$ cat src/rtl/fpga_spi_cmd.sv
// fpga_spi_cmd: SPI command receiver feeding the HF mode mux.
// Oversamples spck/ncs/mosi in the pck0 domain and decodes 16-bit frames.
// Opcode 4'b0001 (SET_CONFREG) updates conf_word. A major-mode change is
// bracketed by a blanking window in which the mux must force mode 111.
// Malformed frames pulse cmd_err and are counted in err_count.
// Optional feature macro: FPGA_SPI_CMD_READBACK_EN. When defined, MISO
// shifts out {4'b0001, err_count, conf_word} MSB first.
module fpga_spi_cmd #(
    parameter int SYNC_STAGES  = 2,
    parameter int GUARD_CYCLES = 16
) (
    input  logic       pck0,
    input  logic       reset,
    input  logic       spck,
    input  logic       ncs,
    input  logic       mosi,
    output logic       miso,
    output logic [7:0] conf_word,
    output logic       conf_valid,
    output logic       mode_blank,
    output logic       cmd_err,
    output logic [3:0] err_count
);

    localparam logic [7:0] GUARD_LOAD = 8'(GUARD_CYCLES);
    localparam logic [7:0] CONF_RESET = 8'hE0;

    typedef enum logic [1:0] {
        IDLE       = 2'd0,
        BLANK_PRE  = 2'd1,
        BLANK_POST = 2'd2
    } state_t;

    // ------------------------------------------------------------------
    // Input synchronizers and edge detection
    // ------------------------------------------------------------------
    logic [SYNC_STAGES-1:0] spck_sync;
    logic [SYNC_STAGES-1:0] ncs_sync;
    logic [SYNC_STAGES-1:0] mosi_sync;
    logic                   spck_d;
    logic                   ncs_d;

    logic spck_s;
    logic ncs_s;
    logic mosi_s;
    logic spck_rise;
    logic ncs_fall;
    logic ncs_rise;

    assign spck_s    = spck_sync[SYNC_STAGES-1];
    assign ncs_s     = ncs_sync[SYNC_STAGES-1];
    assign mosi_s    = mosi_sync[SYNC_STAGES-1];
    assign spck_rise = spck_s & ~spck_d;
    assign ncs_fall  = ~ncs_s & ncs_d;
    assign ncs_rise  = ncs_s & ~ncs_d;

    // Shift the asynchronous pins through the synchronizer chains.
    // NOTE: the ncs chain resets to the idle-high level; resetting it low
    // would fake a rising edge after reset and count a bogus error frame.
    always_ff @(posedge pck0 or posedge reset) begin
        if (reset) begin
            spck_sync <= '0;
            ncs_sync  <= '1;
            mosi_sync <= '0;
            spck_d    <= 1'b0;
            ncs_d     <= 1'b1;
        end else begin
            // NOTE: non-blocking assignments let every stage sample the
            // previous stage's old value, giving a true multi-flop chain.
            spck_sync <= {spck_sync[SYNC_STAGES-2:0], spck};
            ncs_sync  <= {ncs_sync[SYNC_STAGES-2:0], ncs};
            mosi_sync <= {mosi_sync[SYNC_STAGES-2:0], mosi};
            spck_d    <= spck_s;
            ncs_d     <= ncs_s;
        end
    end

    // ------------------------------------------------------------------
    // Frame capture and decode
    // ------------------------------------------------------------------
    logic [4:0]  bit_cnt;
    logic [15:0] sr;
    logic        frame_ok;
    logic        accept;
    logic        bad_frame;
    logic [7:0]  new_word;

    assign frame_ok  = (bit_cnt == 5'd16);
    assign accept    = ncs_rise & frame_ok & (sr[15:12] == 4'b0001);
    assign bad_frame = ncs_rise & ~frame_ok;
    assign new_word  = sr[7:0];

    // Clear on frame start, shift one bit per synced spck rise.
    always_ff @(posedge pck0 or posedge reset) begin
        if (reset) begin
            bit_cnt <= '0;
            sr      <= '0;
        end else if (ncs_fall) begin
            bit_cnt <= '0;
            sr      <= '0;
        end else if (spck_rise && !ncs_s) begin
            sr      <= {sr[14:0], mosi_s};
            bit_cnt <= (bit_cnt == 5'd17) ? 5'd17 : bit_cnt + 5'd1;
        end
    end

    // Flag and count malformed frames; the counter saturates at 15.
    always_ff @(posedge pck0 or posedge reset) begin
        if (reset) begin
            cmd_err   <= 1'b0;
            err_count <= '0;
        end else begin
            cmd_err <= bad_frame;
            if (bad_frame && err_count != 4'hF) begin
                err_count <= err_count + 4'd1;
            end
        end
    end

    // ------------------------------------------------------------------
    // Glitch-free configuration apply FSM
    // ------------------------------------------------------------------
    state_t     state, state_next;
    logic [7:0] guard_cnt, guard_next;
    logic [7:0] apply_word, apply_next;
    logic       pend_valid, pend_valid_next;
    logic [7:0] pend_word, pend_word_next;
    logic [7:0] conf_next;
    logic       valid_next;
    logic       blank_next;
    logic [7:0] cand_word;

    // State register and registered FSM outputs.
    always_ff @(posedge pck0 or posedge reset) begin
        if (reset) begin
            state      <= IDLE;
            guard_cnt  <= '0;
            apply_word <= '0;
            pend_valid <= 1'b0;
            pend_word  <= '0;
            conf_word  <= CONF_RESET;
            conf_valid <= 1'b0;
            mode_blank <= 1'b0;
        end else begin
            state      <= state_next;
            guard_cnt  <= guard_next;
            apply_word <= apply_next;
            pend_valid <= pend_valid_next;
            pend_word  <= pend_word_next;
            conf_word  <= conf_next;
            conf_valid <= valid_next;
            mode_blank <= blank_next;
        end
    end

    // Next-state logic: apply same-mode words at once, bracket mode changes.
    always_comb begin
        // NOTE: every variable gets a default first so no path infers a latch.
        state_next      = state;
        guard_next      = guard_cnt;
        apply_next      = apply_word;
        pend_valid_next = pend_valid;
        pend_word_next  = pend_word;
        conf_next       = conf_word;
        valid_next      = 1'b0;
        cand_word       = accept ? new_word : pend_word;

        case (state)
            IDLE: begin
                if (accept || pend_valid) begin
                    pend_valid_next = 1'b0;
                    if (cand_word[7:5] == conf_word[7:5]) begin
                        conf_next  = cand_word;
                        valid_next = 1'b1;
                    end else begin
                        apply_next = cand_word;
                        guard_next = GUARD_LOAD;
                        state_next = BLANK_PRE;
                    end
                end
            end
            BLANK_PRE: begin
                // A newer word simply replaces the one about to be applied.
                if (accept) begin
                    apply_next = new_word;
                end
                if (guard_cnt == 8'd1) begin
                    conf_next  = accept ? new_word : apply_word;
                    guard_next = GUARD_LOAD;
                    state_next = BLANK_POST;
                end else begin
                    guard_next = guard_cnt - 8'd1;
                end
            end
            BLANK_POST: begin
                // Hold a newer word until the window closes.
                if (accept) begin
                    pend_valid_next = 1'b1;
                    pend_word_next  = new_word;
                end
                if (guard_cnt == 8'd1) begin
                    valid_next = 1'b1;
                    state_next = IDLE;
                end else begin
                    guard_next = guard_cnt - 8'd1;
                end
            end
            default: begin
                state_next = IDLE;
            end
        endcase

        blank_next = (state_next != IDLE);
    end

    // ------------------------------------------------------------------
    // Optional readback path
    // ------------------------------------------------------------------
`ifdef FPGA_SPI_CMD_READBACK_EN
    logic [15:0] readback;
    logic        spck_fall;

    assign spck_fall = ~spck_s & spck_d;

    // Load status at frame start, shift out on each synced spck fall.
    always_ff @(posedge pck0 or posedge reset) begin
        if (reset) begin
            readback <= '0;
        end else if (ncs_fall) begin
            readback <= {4'b0001, err_count, conf_word};
        end else if (spck_fall && !ncs_s) begin
            readback <= {readback[14:0], 1'b0};
        end
    end

    assign miso = ncs_s ? 1'b0 : readback[15];
`else
    assign miso = 1'b0;
`endif

endmodule

$ cat config.mk
export PLATFORM = sky130hd
export DESIGN_NAME = fpga_spi_cmd
export DESIGN_NICKNAME = d
export VERILOG_FILES = /design/src/rtl/fpga_spi_cmd.sv
export SDC_FILE = /design/constraint.sdc
export NUM_CORES = 1
export LEC_CHECK = 0
export ABC_CLOCK_PERIOD_IN_PS = 4000
export CORE_UTILIZATION = 45
export DETAILED_ROUTE_END_ITERATION = 12
export DONT_BUFFER_PORTS = 1
export PLACE_DENSITY = 0.71
export REMOVE_ABC_BUFFERS = 1
export SETUP_SLACK_MARGIN = 0.02
export SLEW_MARGIN = 20
export SYNTH_ARGS = -nofsm -noshare
export SYNTH_HDL_FRONTEND = slang
export SYNTH_SLANG_ARGS = --single-unit
$ cat constraint.sdc
create_clock -name pck0 -period 4 [get_ports pck0]
set_input_delay 0.4 -clock pck0 [delete_from_list [all_inputs] [get_ports pck0]]
set_output_delay 0.4 -clock pck0 [all_outputs]
set_load 0.02 [all_outputs]
==> flow_metrics.py, run 1 <==
metrics = {
    "run_status": {
        "status": "finished clean",
    },
    "yosys": {
        "synth_seq_cells": 71,
        "postSynthCellCount": 299,
        "synth_xor_area_share_pct": 0.753,
        "synthesis.area_sq_mm": 0.00349,
        "synth_edf_count": 0,
        "ys_async_sr_fraction_pct": 100,
        "yosysSeqAreaShare_pct": 51.1,
        "synth_compound_area_share_pct": 16.2,
        "synth_top_area_share_pct": 46.6,
        "synthAdderAreaFrac_pct": 3.95,
        "synth_area_leaders": "dfrtp_1 47%, mux2_2 9.0%, dfstp_2 4.5%",
        "ys_warn_count": 0,
        "synth_top_family_by_area": "compound AO/OA/AOI/OAI gates",
        "synth_simple_gate_area_share_pct": 11.7,
        "synth_ff_type": "dfrtp_1",
        "synth_area_leader_cell": "dfrtp_1",
        "avgSynthCellArea_sq_um": 11.7,
        "yosysUniqueCellTypes": 52,
        "muxShareOfSynthArea_pct": 11.9,
    },
    "worst_setup_path": {
        "crit_family": "simple AND/OR/NAND/NOR gates",
        "cp_max_fo": 17,
        "setup.worst_path.end_class": "register",
        "path_class": "reg -> reg",
        "start_kind": "register",
        "critical_path_buf_inv_count": 1,
        "timing.rr.start": "bit_cnt[0]",
        "crit_chain": "inv_1 > ha_1 > nor4bb_1 > nand3_1 > nand2b_1 > nand2_1 > a2bb2oi_2 > mux2_2",
        "r2r_slack_ps": 650,
        "critPathMaxStageDelay_ps": 880,
        "cp_data_arrival_time_ps": 3570,
        "crit_required_ps": 4230,
        "rr_endpoint": "apply_word[1]",
        "slowest_stage": "nor4bb_1",
        "r2r_cells": 8,
    },
    "global_routing": {
        "gr-usage-all-layers_pct": 17.1,
        "grt_pass1_wl_microns": 10900,
        "grt_pass1_vias": 2193,
        "antenna_found_initial": 0,
        "grt_max_degree": 40,
        "grt-ovfl-total": 0,
    },
    "power": {
        "ir_drop_mv": 0.336,
        "leakage_nw": 1.66,
        "power_density_mw_per_mm2": 382,
        "finalPower_mw": 1.42,
    },
    "place": {
        "placed_area_sq_mm": 0.00354,
        "portBuffers": 0,
        "hpwlAfterDp_microns": 4160,
        "pre_cts_slack_ps": 658,
        "place_inst": 386,
        "gp_congestion": 0.829,
    },
    "final_layout": {
        "fin_util_pct": 50.6,
        "area_growth_pct": 6.85,
        "antenna_cells": 0,
        "drive_gt1_share_pct": 22.4,
        "fill_cells": 674,
        "mostFrequentLayoutCells": "65 x dfrtp_1, 28 x mux2_2, 25 x nor2_1",
        "final_cells": 402,
        "final_area_sq_mm": 0.00373,
        "num-nets-final": 314,
        "final_common_cell": "dfrtp_1",
    },
    "routing": {
        "drc": 0,
        "wl_per_cell_microns": 15.4,
        "wl_microns": 6210,
        "ant_nets": 0,
        "viasPerCell": 5.56,
        "vias": 2235,
        "first_pass_iters": 4,
        "dr.first_iter.drc_count": 111,
    },
    "die": {
        "coreArea_sq_mm": 0.00737,
        "num_rows": 31,
        "die_h_microns": 90.0,
        "die_x_microns": 90.0,
        "dieArea_sq_mm": 0.00811,
        "pin_count": 21,
        "initial_core_util_pct": 47.3,
    },
    "timing": {
        "slew_headroom_pct": 30.9,
        "grt_setup_unrepaired": "no",
        "whs_ps": 45.3,
        "setup_tns_ps": 0,
        "fmax_mhz": 299,
        "slew_viol_final": 0,
        "period_needed_ps": 3350,
        "setup_viol": 0,
        "fin_skew_ps": 11.3,
        "fin_ws_ps": 653,
        "worst_slew_pin_slew_ps": 1020,
        "min_period_over_period_pct": 83.7,
        "hold_violations": 0,
    },
    "worst_hold_path": {
        "whs_path_depth": 0,
        "hold_path_class": "in -> reg",
        "hold-path-endpoint": "ncs_sync[0]",
        "min_from": "ncs",
    },
    "cts": {
        "cts_buffer_depth": 2,
        "cts.clk_slew.worst_paths_ps": 90,
        "h-tree-depth": 3,
        "hold_buffers": 0,
        "clkSinkCount": 71,
        "cts_tree": "built",
        "cts_resized": 0,
        "cts_buffers": 9,
        "cts_setup_buffers": 0,
        "root_buffer": "clkbuf_8",
        "clock_latency_ps": 350,
    },
    "flow_run": {
        "drv_cap": 0,
    },
}
routing by layer:
layer  vias up  global-route usage [%]  part of all wire, %
met3         4                    6.77                  4.5
li1       1083                       -                    -
met1      1110                    23.8                   50
met2        38                    24.6                   44
met4         0                    5.24                  1.1
met5         -                       0                    0
final cells by class:
cell class	instances	area [sq um]	area share, %
Sequential cell	71	1780	47.9
Inverter	15	56.3	1.51
Clock buffer	9	124	3.32
Multi-Input combinational cell	200	1570	42.1
Clock inverter	7	61.3	1.64
Timing Repair Buffer	1	7.51	0.201
Tap cell	99	124	3.32
flip-flops by register name, summed over array words and instances (netlist names), 4 cells and up:
register and cells:
bit_cnt 5, err_count 4, conf_word 8, guard_cnt 8, sr 16, apply_word 8, pend_word 8
cells by family (layout without fill, tap and decap cells):
kind of cell / Yosys count / after routing
AOI/OAI and AO/OA: 75 / 75
xor gates and xnor gates: 3 / 3
adders and majority gates: 11 / 11
buffers and inverters: 28 / 32
DFF: 71 / 71
muxes: 38 / 38
other: 1 / 1
and+or+nand+nor: 72 / 72
worst max-delay path by stage:
stage | cells after the start | slack [ps] | from | to
after global placement | 8 | 850 | bit_cnt[0] | apply_word[1]
after detailed placement | 8 | 660 | bit_cnt[0] | apply_word[1]
after floorplan | 8 | 1310 | bit_cnt[0] | apply_word[0]
after global routing | 8 | 360 | bit_cnt[0] | apply_word[1]
final | 8 | 650 | bit_cnt[0] | apply_word[1]
after CTS | 8 | 680 | bit_cnt[0] | apply_word[1]
synth_stat cells (6+ instances only):
cell type,count
mux2_2,28
nand2b_1,11
dfrtp_1,65
o21ai_0,8
dfstp_2,6
nand2_1,9
inv_1,14
ha_1,11
mux2i_1,10
a22o_1,18
a21oi_1,20
nor2_1,25
power by group:
part	internal, mW	switching [mW]	leakage, nW
clock	0.237	0.302	0.0888
combinational	0.0330	0.0440	0.629
sequential	0.747	0.0614	0.943
(Power assumes the default switching activity.)
==> run 2: changes to the inputs <==
ABC_CLOCK_PERIOD_IN_PS = 3150   (was 4000)
clock period = 3.15 ns   (was 4 ns; I/O delays follow)
==> run 2 against run 1 <==
  * Critical path depth up 1
  * Non-clock buffer count up 7
  * Clock power up 43%
  * Sequential cell count unchanged
  * Global-route usage up 0.53 points
  * Clock skew down 4.6 ps
  * Register-to-register slack worse by 220 ps
  * Cell count up 1.7%
  * Total power up 33%
  * Critical path type unchanged
  * Largest cell class unchanged
  * Highest routed layer unchanged
==> flow_metrics.py, run 2 (synthesized netlist as in run 1, its figures left out) <==
metrics = {
    "timing": {
        "period_needed_ps": 2720,
        "hold_violations": 0,
        "slew_viol_final": 0,
        "fmax_mhz": 368,
        "setup_tns_ps": 0,
        "setup_viol": 0,
        "slew_headroom_pct": 40.8,
        "grt_setup_unrepaired": "no",
        "worst_slew_pin_slew_ps": 888,
        "fin_skew_ps": 6.75,
        "min_period_over_period_pct": 86.3,
    },
    "worst_setup_path": {
        "setup.worst_path.end_class": "register",
        "rr_endpoint": "apply_word[7]",
        "r2r_slack_ps": 430,
        "crit_chain": "inv_1 > ha_1 > nor4bb_1 > buf_4 > a32oi_1 > nor2_1 > and3_4 > a2bb2oi_2 > mux2_2",
        "slowest_stage": "a2bb2oi_2",
        "start_kind": "register",
        "critPathMaxStageDelay_ps": 450,
        "cp-startpoint": "bit_cnt[0]",
        "cp_data_arrival_time_ps": 2950,
        "crit_required_ps": 3390,
        "crit_family": "simple AND/OR/NAND/NOR gates",
        "critical_path_buf_inv_count": 2,
        "path_class": "reg -> reg",
        "timing.rr.start": "bit_cnt[0]",
        "r2r_cells": 9,
        "endpoint": "apply_word[7]",
        "cp_max_fo": 8,
        "cp.depth": 9,
    },
    "place": {
        "gp_congestion": 0.842,
        "portBuffers": 0,
        "place_inst": 390,
        "hpwlAfterDp_microns": 4200,
    },
    "cts": {
        "cts_buffer_depth": 2,
        "cts.clk_slew.worst_paths_ps": 70,
        "cts_tree": "built",
        "h-tree-depth": 3,
        "cts_resized": 0,
        "root_buffer": "clkbuf_8",
        "cts_buffers": 9,
        "clkSinkCount": 71,
        "clock_latency_ps": 350,
    },
    "routing": {
        "wl_per_cell_microns": 15.7,
        "first_pass_iters": 5,
        "vias": 2299,
        "viasPerCell": 5.62,
        "drc": 0,
        "wl_microns": 6420,
        "ant_nets": 0,
        "dr.first_iter.drc_count": 131,
    },
    "final_layout": {
        "top_register": "sr",
        "antenna_cells": 0,
        "largest_reg_flops": 16,
        "drive_gt1_share_pct": 23.2,
        "fin_util_pct": 51.7,
        "mostFrequentLayoutCells": "65 x dfrtp_1, 28 x mux2_2, 25 x nor2_1",
        "final_common_cell": "dfrtp_1",
        "final_cells": 409,
        "num-nets-final": 321,
        "area_growth_pct": 9.25,
    },
    "die": {
        "pin_count": 21,
        "initial_core_util_pct": 47.3,
        "num_rows": 31,
        "dieArea_sq_mm": 0.00811,
        "die_h_microns": 90.0,
        "die_x_microns": 90.0,
        "coreArea_sq_mm": 0.00737,
    },
    "global_routing": {
        "gr-usage-all-layers_pct": 17.7,
        "grt_pass1_wl_microns": 11200,
        "grt_pass1_vias": 2226,
        "antenna_found_initial": 0,
        "grt_max_degree": 72,
        "grt-ovfl-total": 0,
    },
    "power": {
        "finalPower_mw": 1.90,
        "p_sw_uw": 492,
        "swShare_pct": 25.9,
        "ir_drop_mv": 0.406,
        "p_seq_share_pct": 54.1,
        "leakage_nw": 1.71,
        "power_density_mw_per_mm2": 498,
        "p_int_mw": 1.41,
        "p_comb_share_pct": 5.4,
        "clkPwrFrac_pct": 40.5,
    },
    "worst_hold_path": {
        "hold_path_class": "in -> async",
    },
    "flow_run": {
        "drv_cap": 0,
    },
    "run_status": {
        "status": "finished clean",
    },
}
-- run 2: repair_timing --
item / 4_1_cts / 5_1_grt
setup buffers: 0 / 0
endpoints found under the hold margin: 3 / 0
hold buffers: 3 / 0
-- run 2: metrics by stage --
step | setup WS (ps) | instance area, sq um | hold WS [ps]
after floorplan | 464 | 3400 | 319
after global placement | 500 | 3570 | 320
after detailed placement | 427 | 3570 | 320
after CTS | 413 | 3810 | 143
after global routing | 245 | 3810 | 183
final | 431 | 3810 | 90.3
-- run 2: power by group through the flow --
stage | sequential (mW) | combinational, mW | clock [mW]
final | 1.03 | 0.102 | 0.770
after global routing | 1.04 | 0.120 | 0.828
after CTS | 1.03 | 0.106 | 0.791
after detailed placement | 1.05 | 0.103 | 0
after global placement | 1.04 | 0.0973 | 0
after floorplan | 1.03 | 0.0821 | 0
-- run 2: worst min-delay path by stage --
stage          cells past startpoint  startpoint           end
2_1_floorplan                      0         ncs   ncs_sync[0]
3_3_place_gp                       0         ncs   ncs_sync[0]
3_5_place_dp                       0         ncs   ncs_sync[0]
4_1_cts                            2       reset    conf_valid
5_1_grt                            2       reset    conf_valid
6_report                           2       reset  guard_cnt[4]
-- run 2: metal layers --
layer / vias to the layer above / GRT usage [%] / wire length (microns)
li1: 1097 / - / -
met1: 1147 / 24.4 / 3090
met2: 49 / 25.3 / 2920
met3: 6 / 6.77 / 335
met4: 0 / 6.05 / 77
met5: - / 0 / 0
-- run 2: cell type report --
cell class,instances,area (sq um)
clock inverters,5,63.8
repair buffers,8,67.6
clock buffers,11,151
flip-flops and latches,71,1780
multi-input cells,200,1560
inverters,15,56.3
well taps,99,124
fillers,690,3560
==> run 3: changes to the inputs <==
CORE_MARGIN = 2   (was default)
==> run 3 against run 2 <==
  * Die area grew 4.5%
  * Cell count rose by 1.2%
  * Design area is essentially flat
  * Fmax is 2.1% higher
  * Critical path type unchanged
  * Via count decreased by 0.22%
  * Setup slack better by 57 ps
  * Worst hold slack better by 270 ps
  * Count of clock-buffer cells in the layout decreased by 2
  * Sequential cell count stayed put
  * Global-route usage fell by 0.22 points
==> flow_metrics.py, run 3 (synthesized netlist as in run 1, its figures left out) <==
metrics = {
    "timing": {
        "hold_violations": 0,
        "period_needed_ps": 2660,
        "fmax_mhz": 376,
        "worst_slew_pin_slew_ps": 720,
        "slew_headroom_pct": 52.0,
        "fin_ws_ps": 487,
        "grt_setup_unrepaired": "no",
        "min_period_over_period_pct": 84.5,
        "slew_viol_final": 0,
        "setup_tns_ps": 0,
        "setup_viol": 0,
        "fin_skew_ps": 8.13,
    },
    "final_layout": {
        "regArea_sq_mm": 0.00178,
        "final_cells": 414,
        "area_growth_pct": 9.33,
        "largest_reg_flops": 16,
        "fin_util_pct": 50.1,
        "mostFrequentLayoutCells": "65 x dfrtp_1, 28 x mux2_2, 25 x nor2_1",
        "drive_gt1_share_pct": 23.4,
        "multiInputGateArea_sq_mm": 0.00156,
        "top_register": "sr",
        "final_common_cell": "dfrtp_1",
        "num-nets-final": 323,
        "fill_cells": 702,
        "antenna_cells": 0,
    },
    "worst_setup_path": {
        "setup.worst_path.end_class": "register",
        "crit_required_ps": 3390,
        "start_kind": "register",
        "cp_data_arrival_time_ps": 2900,
        "cp_max_fo": 8,
        "path_class": "reg -> reg",
    },
    "power": {
        "swShare_pct": 26.6,
        "p_seq_share_pct": 55.3,
        "clkPwrFrac_pct": 38.9,
        "p_comb_share_pct": 5.7,
        "p_int_mw": 1.36,
        "p_sw_uw": 493,
        "ir_drop_mv": 0.374,
        "power_density_mw_per_mm2": 486,
        "leakage_nw": 1.71,
    },
    "routing": {
        "wl_per_cell_microns": 15.4,
        "dr.first_iter.drc_count": 71,
        "first_pass_iters": 5,
        "drc": 0,
        "viasPerCell": 5.54,
        "wl_microns": 6400,
        "vias": 2294,
        "ant_nets": 0,
    },
    "global_routing": {
        "grt_pass1_wl_microns": 11600,
        "grt_max_degree": 34,
        "antenna_found_initial": 0,
        "grt_pass1_vias": 2398,
        "gr-usage-all-layers_pct": 17.4,
        "grt-ovfl-total": 0,
    },
    "worst_hold_path": {
        "hold_path_class": "reg -> reg",
    },
    "cts": {
        "hold_buffers": 4,
        "cts_tree": "built",
        "clkSinkCount": 71,
        "cts_resized": 0,
        "cts_setup_buffers": 0,
        "clock_latency_ps": 350,
        "root_buffer": "clkbuf_8",
        "cts_buffers": 9,
        "h-tree-depth": 3,
        "cts.clk_slew.worst_paths_ps": 70,
        "cts_buffer_depth": 2,
    },
    "place": {
        "portBuffers": 0,
        "gp_congestion": 0.792,
        "place_inst": 394,
        "hpwlAfterDp_microns": 4360,
        "pre_cts_slack_ps": 506,
    },
    "flow_run": {
        "drv_cap": 0,
    },
    "die": {
        "pin_count": 21,
        "coreArea_sq_mm": 0.00761,
        "initial_core_util_pct": 45.9,
        "num_rows": 32,
        "dieArea_sq_mm": 0.00847,
        "die_h_microns": 92.0,
        "die_x_microns": 92.0,
    },
    "run_status": {
        "status": "finished clean",
    },
}
[run 3: cell count changes in the layout (fill, tap and decap cells not counted), sizes merged]
cell | previous run | this run
buf | 5 | 6
clkbuf | 11 | 9
clkinv | 3 | 4
clkinvlp | 1 | 2
dlygate4sd3 | 3 | 4
[run 3: path summary, 6_finish.rpt]
kind,from,to,slack [ps],cells after the start
setup / recovery,conf_word[7],conf_word[4],490,6
hold / removal,spck_sync[0],spck_sync[1],360,0
setup reg to reg,conf_word[7],conf_word[4],490,6
hold reg to reg,spck_sync[0],spck_sync[1],360,0
max in group asynchronous,reset,conf_word[7],1840,3
min in group asynchronous,reset,sr[14],520,2
[run 3: through the flow]
stage | hold slack (ps) | power [mW] | cell area (sq um)
global placement | 320 | 1.14 | 3580
finish | 358 | 1.85 | 3810
detailed placement | 320 | 1.15 | 3580
CTS | 362 | 1.88 | 3810
floorplan | 319 | 1.11 | 3400
global route | 363 | 1.93 | 3810
[run 3: metal layers]
layer,track usage [%],up-vias,share of wire (%)
met2,26.7,42,47
met5,0,-,0
met3,4.77,8,4.8
met4,7.59,0,1.5
li1,-,1113,-
met1,23.3,1131,47
[run 3: layout make-up]
cell class	instances	area share [%]
sequential	71	46.8
clock inverter	7	1.90
inverter	15	1.48
tap	102	3.35
multi-input combinational	200	41.0
clock buffer	9	3.25
timing repair buffer	10	2.23
[run 3: worst max-delay path, stage by stage (launching register included)]
cell,delay [ps]
dfstp_2,630
or2b_2,310
a2111oi_0,470
nor2_1,140
and3_4,230
a32oi_4,380
mux2_2,390
[run 3: power by group through the flow]
stage               Sequential, mW  Combinational, mW  Clock [mW]
finish                        1.03              0.106       0.722
detailed placement            1.04              0.107           0
global route                  1.04              0.123       0.776
global placement              1.04             0.0986           0
CTS                           1.03              0.111       0.743
floorplan                     1.03             0.0821           0
